**config.mk**
```make
export PLATFORM = sky130hd
export DESIGN_NAME = lcd_frame_dma_reader
export DESIGN_NICKNAME = d
export VERILOG_FILES = /design/src/rtl/lcd_frame_dma_reader.sv
export SDC_FILE = /design/constraint.sdc
export NUM_CORES = 1
export LEC_CHECK = 0
export ABC_AREA = 1
export CORE_MARGIN = 4
export CORE_UTILIZATION = 48
export CTS_CLUSTER_DIAMETER = 120
export DETAILED_ROUTE_END_ITERATION = 6
export GPL_ROUTABILITY_DRIVEN = 0
export PLACE_DENSITY = 0.93
export SYNTH_ARGS = -nofsm -noshare
export SYNTH_HDL_FRONTEND = slang
export SYNTH_SLANG_ARGS = --single-unit
```
**constraint.sdc**
```tcl
create_clock -name CLK -period 2 [get_ports CLK]
set_clock_uncertainty 0.15 [all_clocks]
set_input_delay 0.4 -clock CLK [delete_from_list [all_inputs] [get_ports CLK]]
set_output_delay 0.4 -clock CLK [all_outputs]
set_load 0.01 [all_outputs]
```
**src/rtl/lcd_frame_dma_reader.sv**
```systemverilog
// lcd_frame_dma_reader: AXI3 burst-read master that streams one LCD frame
// from DDR into the LCD pixel FIFO. It issues fixed 16-beat, 32-bit bursts,
// one outstanding at a time, and only when the FIFO can take a whole burst.
module lcd_frame_dma_reader #(
    parameter int unsigned BURSTS_PER_FRAME = 4080,
    parameter int unsigned FIFO_DEPTH       = 512
) (
    input  logic        CLK,
    input  logic        RESETN,
    input  logic        FRAME_START,
    input  logic [29:0] BUFFER_START_ADDRESS,
    input  logic [9:0]  FIFO_COUNT,
    output logic        FIFO_WR_EN,
    output logic [31:0] FIFO_WR_DATA,
    output logic        BUSY,
    output logic        FRAME_DONE,
    output logic        PROTOCOL_ERR,
    input  logic        m00_axi_arready,
    output logic        m00_axi_arvalid,
    output logic [31:0] m00_axi_araddr,
    output logic [3:0]  m00_axi_arlen,
    input  logic        m00_axi_rvalid,
    input  logic        m00_axi_rlast,
    input  logic [31:0] m00_axi_rdata,
    output logic        m00_axi_rready
);

    localparam int unsigned    BLW         = $clog2(BURSTS_PER_FRAME + 1);
    localparam logic [BLW-1:0] BURSTS_INIT = BLW'(BURSTS_PER_FRAME);

    typedef enum logic [2:0] {
        S_IDLE,
        S_CHECK,
        S_ADDR,
        S_DATA,
        S_SETTLE
    } state_e;

    state_e         state_q;
    logic [29:0]    addr_q;
    logic [BLW-1:0] bursts_left_q;
    logic [3:0]     beat_q;
    logic           restart_pending_q;
    logic           busy_q;
    logic           frame_done_q;
    logic           perr_q;
    logic           arvalid_q;
    logic           rready_q;
    logic           wr_en_q;
    logic [31:0]    wr_data_q;

    logic fifo_room;
    logic last_beat;
    logic restart_now;

    // Room check, burst-end detection and restart request decode
    always_comb begin
        fifo_room   = (32'(FIFO_COUNT) + 32'd16) <= FIFO_DEPTH;
        last_beat   = m00_axi_rlast || (beat_q == 4'hF);
        restart_now = restart_pending_q || FRAME_START;
    end

    assign FIFO_WR_EN      = wr_en_q;
    assign FIFO_WR_DATA    = wr_data_q;
    assign BUSY            = busy_q;
    assign FRAME_DONE      = frame_done_q;
    assign PROTOCOL_ERR    = perr_q;
    assign m00_axi_arvalid = arvalid_q;
    assign m00_axi_araddr  = {addr_q, 2'b00};
    assign m00_axi_arlen   = 4'hF;
    assign m00_axi_rready  = rready_q;

    // Frame sequencer: address/burst bookkeeping and all registered outputs
    always_ff @(posedge CLK or negedge RESETN) begin
        if (!RESETN) begin
            state_q           <= S_IDLE;
            addr_q            <= '0;
            bursts_left_q     <= '0;
            beat_q            <= '0;
            restart_pending_q <= 1'b0;
            busy_q            <= 1'b0;
            frame_done_q      <= 1'b0;
            perr_q            <= 1'b0;
            arvalid_q         <= 1'b0;
            rready_q          <= 1'b0;
            wr_en_q           <= 1'b0;
            wr_data_q         <= '0;
        end else begin
            wr_en_q      <= 1'b0;
            frame_done_q <= 1'b0;
            case (state_q)
                S_IDLE: begin
                    if (FRAME_START) begin
                        addr_q        <= BUFFER_START_ADDRESS;
                        bursts_left_q <= BURSTS_INIT;
                        busy_q        <= 1'b1;
                        state_q       <= S_CHECK;
                    end
                end
                S_CHECK: begin
                    // No burst is in flight here, so a new frame request
                    // simply replaces the current one.
                    if (FRAME_START) begin
                        addr_q        <= BUFFER_START_ADDRESS;
                        bursts_left_q <= BURSTS_INIT;
                    end
                    if (fifo_room) begin
                        arvalid_q <= 1'b1;
                        state_q   <= S_ADDR;
                    end
                end
                S_ADDR: begin
                    if (FRAME_START) restart_pending_q <= 1'b1;
                    if (m00_axi_arready) begin
                        arvalid_q <= 1'b0;
                        rready_q  <= 1'b1;
                        beat_q    <= '0;
                        state_q   <= S_DATA;
                    end
                end
                S_DATA: begin
                    if (FRAME_START) restart_pending_q <= 1'b1;
                    if (m00_axi_rvalid) begin
                        wr_en_q   <= 1'b1;
                        wr_data_q <= m00_axi_rdata;
                        beat_q    <= beat_q + 4'd1;
                        if (last_beat) begin
                            if (m00_axi_rlast != (beat_q == 4'hF)) perr_q <= 1'b1;
                            addr_q        <= addr_q + 30'd16;
                            bursts_left_q <= bursts_left_q - BLW'(1);
                            rready_q      <= 1'b0;
                            frame_done_q  <= (bursts_left_q == BLW'(1)) && !restart_now;
                            state_q       <= S_SETTLE;
                        end
                    end
                end
                S_SETTLE: begin
                    if (restart_now) begin
                        addr_q            <= BUFFER_START_ADDRESS;
                        bursts_left_q     <= BURSTS_INIT;
                        restart_pending_q <= 1'b0;
                        state_q           <= S_CHECK;
                    end else if (bursts_left_q == '0) begin
                        busy_q  <= 1'b0;
                        state_q <= S_IDLE;
                    end else begin
                        state_q <= S_CHECK;
                    end
                end
                default: state_q <= S_IDLE;
            endcase
        end
    end

endmodule

```
==> impl_metrics.csv <==
group,metric,value,unit
run_status,status,"finished clean",
timing,fin_crit,1960,ps
placed_design,place_inst,996,
pwr,p_sw_frac,0.4336,
synthesis,synthCells,720,
floorplan,rows,37,
hold_path,whs_path_depth,2,
worst_setup_path,arrival,1410,ps
synthesis,yosysTopAreaCell,"dfrtp_1",
pwr,cellPowerDensity,1513,nW/um^2
grt,grt_overflow,0,
finish,mostFrequentLayoutCell,"nand2_1",
floorplan,fp.dieW,110.4,um
worst_setup_path,max_stage_delay,580,ps
synthesis,yosys-top-cells-area,"dfrtp_1 (44%), nand2_1 (23%), nor2_1 (6.1%), nand3_1 (5.9%), inv_1 (3.5%)",
clocking,clock-sinks,88,
placed_design,dp_hpwl,10410,um
drt,antenna_left,0,
pwr,p_leak,3.365,nW
worst_setup_path,path_class,"flip-flop to output pin",
clocking,cts_buffers,9,
worst_setup_path,cp_num_cells,1,
pwr,p_int,5.996,mW
drt,num_vias,5147,
synthesis,netlist_area,5029,sq um
finish,syn_to_final_growth,39.11,%
synthesis,ys_seq_area_frac,0.4379,
grt,grt_usage,0.2345,
worst_setup_path,path_delay_family,"buffers and inverters",
finish,fin_cells,1015,
floorplan,dieArea,12180,sq um
grt,grt_pass1_wl,22420,um
drt,drc,0,
finish,filler_cell_count,803,
clocking,cts_tree,"yes",
worst_setup_path,path_cells,"clkdlybuf4s50_1",
timing,max_freq,510.3,MHz
finish,final_net_count,959,
drt,wire_per_inst,13.76,um
drt,drt-initial-drc-count,272,
timing,setup_viol,0,
pwr,switchingPower,4.590,mW
floorplan,io_pins,152,
pwr,power.share.clock,0.128,
floorplan,core,10280,sq um
worst_setup_path,rr_worst_depth,10,
timing,hold_viol,0,
timing,rsz0062_at_grt,"true",
synthesis,synth_cell_types,29,
drt,firstDrtPassIters,5,
hold_path,hold_class,"flip-flop to flip-flop",
finish,drive_gt1_frac,0.09443,
worst_setup_path,critPathBufInv,1,
timing,fin_crit_sh,0.9799,
synthesis,ys_ff_latch,88,
placed_design,numPortBuffers,145,
finish,final_cell_mix,"nand2_1 (312), clkdlybuf4s50_1 (141), dfrtp_1 (84)",
placed_design,place_area,6699,sq um
worst_setup_path,cp.required,1450,ps
timing,maxSlewViolCount,0,
pwr,ir_drop,0.8470,mV
worst_setup_path,crit_path_start_kind,"flip-flop",
drt,vias_per_cell,5.071,
floorplan,start_util,0.4893,
worst_setup_path,crit_path_max_fanout,5,
pwr,p_comb_frac,0.551,
worst_setup_path,slowest_stage,"clkdlybuf4s50_1",
grt,antenna_found_initial,0,
worst_setup_path,end_kind,"output pin",
pwr,pwr-share-seq,0.321,
synthesis,synth_area_per_cell,6.984,sq um
clocking,cts_root_buf,"clkbuf_8",
clocking,clk_pin_slew,100,ps
grt,grt_max_degree,50,
grt,grt_pass1_vias,4879,
finish,postLayoutCellArea,6995,sq um
floorplan,die_h,110.4,um
job,cap_violations,0,
synthesis,yosysWarnings,0,
clocking,htree_num_levels,3,
drt,routed_wl,13970,um
finish,antennaDiodeCount,0,
clocking,clk_path_buf_depth,2,
synthesis,synth_top_area_frac,0.4379,
clocking,clkLatencyLatePin,350,ps
## path summary, 6_finish.rpt
check,start,endpoint,slack [ps]
hold reg to reg,FIFO_WR_DATA[17]$_DFFE_PN0P_,FIFO_WR_DATA[17]$_DFFE_PN0P_,330
setup / recovery,addr_q[12]$_DFFE_PN0P_,m00_axi_araddr[14],40
setup reg to reg,beat_q[1]$_DFFE_PN0P_,state_q[1]$_DFFE_PN0P_,110
max in group asynchronous,RESETN,beat_q[1]$_DFFE_PN0P_,760
hold / removal,FIFO_WR_DATA[17]$_DFFE_PN0P_,FIFO_WR_DATA[17]$_DFFE_PN0P_,330
min in group asynchronous,RESETN,bursts_left_q[6]$_DFFE_PN0P_,390
## sequential cells by signal (all words and copies together) (netlist names)
signal and flops:
m00_axi_rready 1, beat_q 4, BUSY 1, state_q 3
FIFO_WR_DATA 32, PROTOCOL_ERR 1, FRAME_DONE 1, m00_axi_arvalid 1
restart_pending_q 1, addr_q 30, FIFO_WR_EN 1, bursts_left_q 12
## through the flow
stage               setup TNS, ps  setup WS, ps  hold WS (ps)  utilization  total power, mW
global placement            -1385        -71.27         219.7       0.6518            8.819
global route               -45.05        -45.05         344.5       0.6807            11.54
floorplan                       0         176.5        -45.59            -            6.595
finish                          0         40.24         326.2       0.6807            10.59
detailed placement          -2022        -110.4         214.4       0.6518            9.031
CTS                             0         16.05         331.1       0.6740            10.43
## cells in the mapped netlist, drive strengths merged
| master | count |
|---|---|
| dfrtp | 88 |
| o21bai | 2 |
| a41o | 1 |
| xor2 | 5 |
| nand2 | 319 |
| clkbuf | 7 |
| nor3 | 6 |
| conb | 2 |
| a21oi | 3 |
| ha | 6 |
| nand3 | 59 |
| buf | 20 |
| mux2i | 3 |
| nand4 | 9 |
| or2 | 6 |
| inv | 53 |
| nor2 | 96 |
| o21ai | 35 |
## power by group through the flow
stage / Clock [mW] / Combinational (mW) / Sequential, mW
2_1_floorplan: 0 / 3.07 / 3.52
3_3_place_gp: 0 / 5.44 / 3.37
3_5_place_dp: 0 / 5.63 / 3.40
4_1_cts: 1.38 / 5.68 / 3.38
5_1_grt: 1.47 / 6.57 / 3.50
6_report: 1.36 / 5.83 / 3.40
## logic make-up (layout without fill, tap and decap cells)
group | after synthesis | in the layout | synth area share
xor+xnor | 5 | 5 | 0.008708
other cells | 2 | 6 | 0.001493
simple gates | 495 | 495 | 0.4088
flops | 88 | 88 | 0.4379
compound gates | 41 | 41 | 0.04802
mux | 3 | 3 | 0.005972
fa+ha+maj | 6 | 6 | 0.01493
buf+inv | 80 | 235 | 0.07415
## area by class of cell
type | count | area, sq um | share of cell area
clock buffer | 9 | 123.9 | 0.01771
clock inverter | 6 | 92.59 | 0.01324
inverter | 53 | 203.9 | 0.02915
multi-input combinational | 556 | 2481 | 0.3547
sequential | 88 | 2207 | 0.3155
tap | 136 | 170.2 | 0.02432
timing repair buffer | 167 | 1717 | 0.2454
## metal layers
metal / part of all wire / vias to the layer above / global-route usage
met2: 0.48 / 235 / 0.3847
li1: - / 2544 / -
met3: 0.11 / 19 / 0.08794
met5: 0 / - / 0
met1: 0.39 / 2349 / 0.2916
met4: 0.015 / 0 / 0.06420
## timing repair
item | CTS | global route
endpoints found under the hold margin | 27 | 0
hold buffers | 1 | 0
resized for setup | 1 | 13
buffers inserted | 0 | 2
pin swaps | 0 | 2
setup endpoints to repair | 1 | 55
gates cloned | 0 | 1
Note: power is estimated with default switching activity, not from simulation.
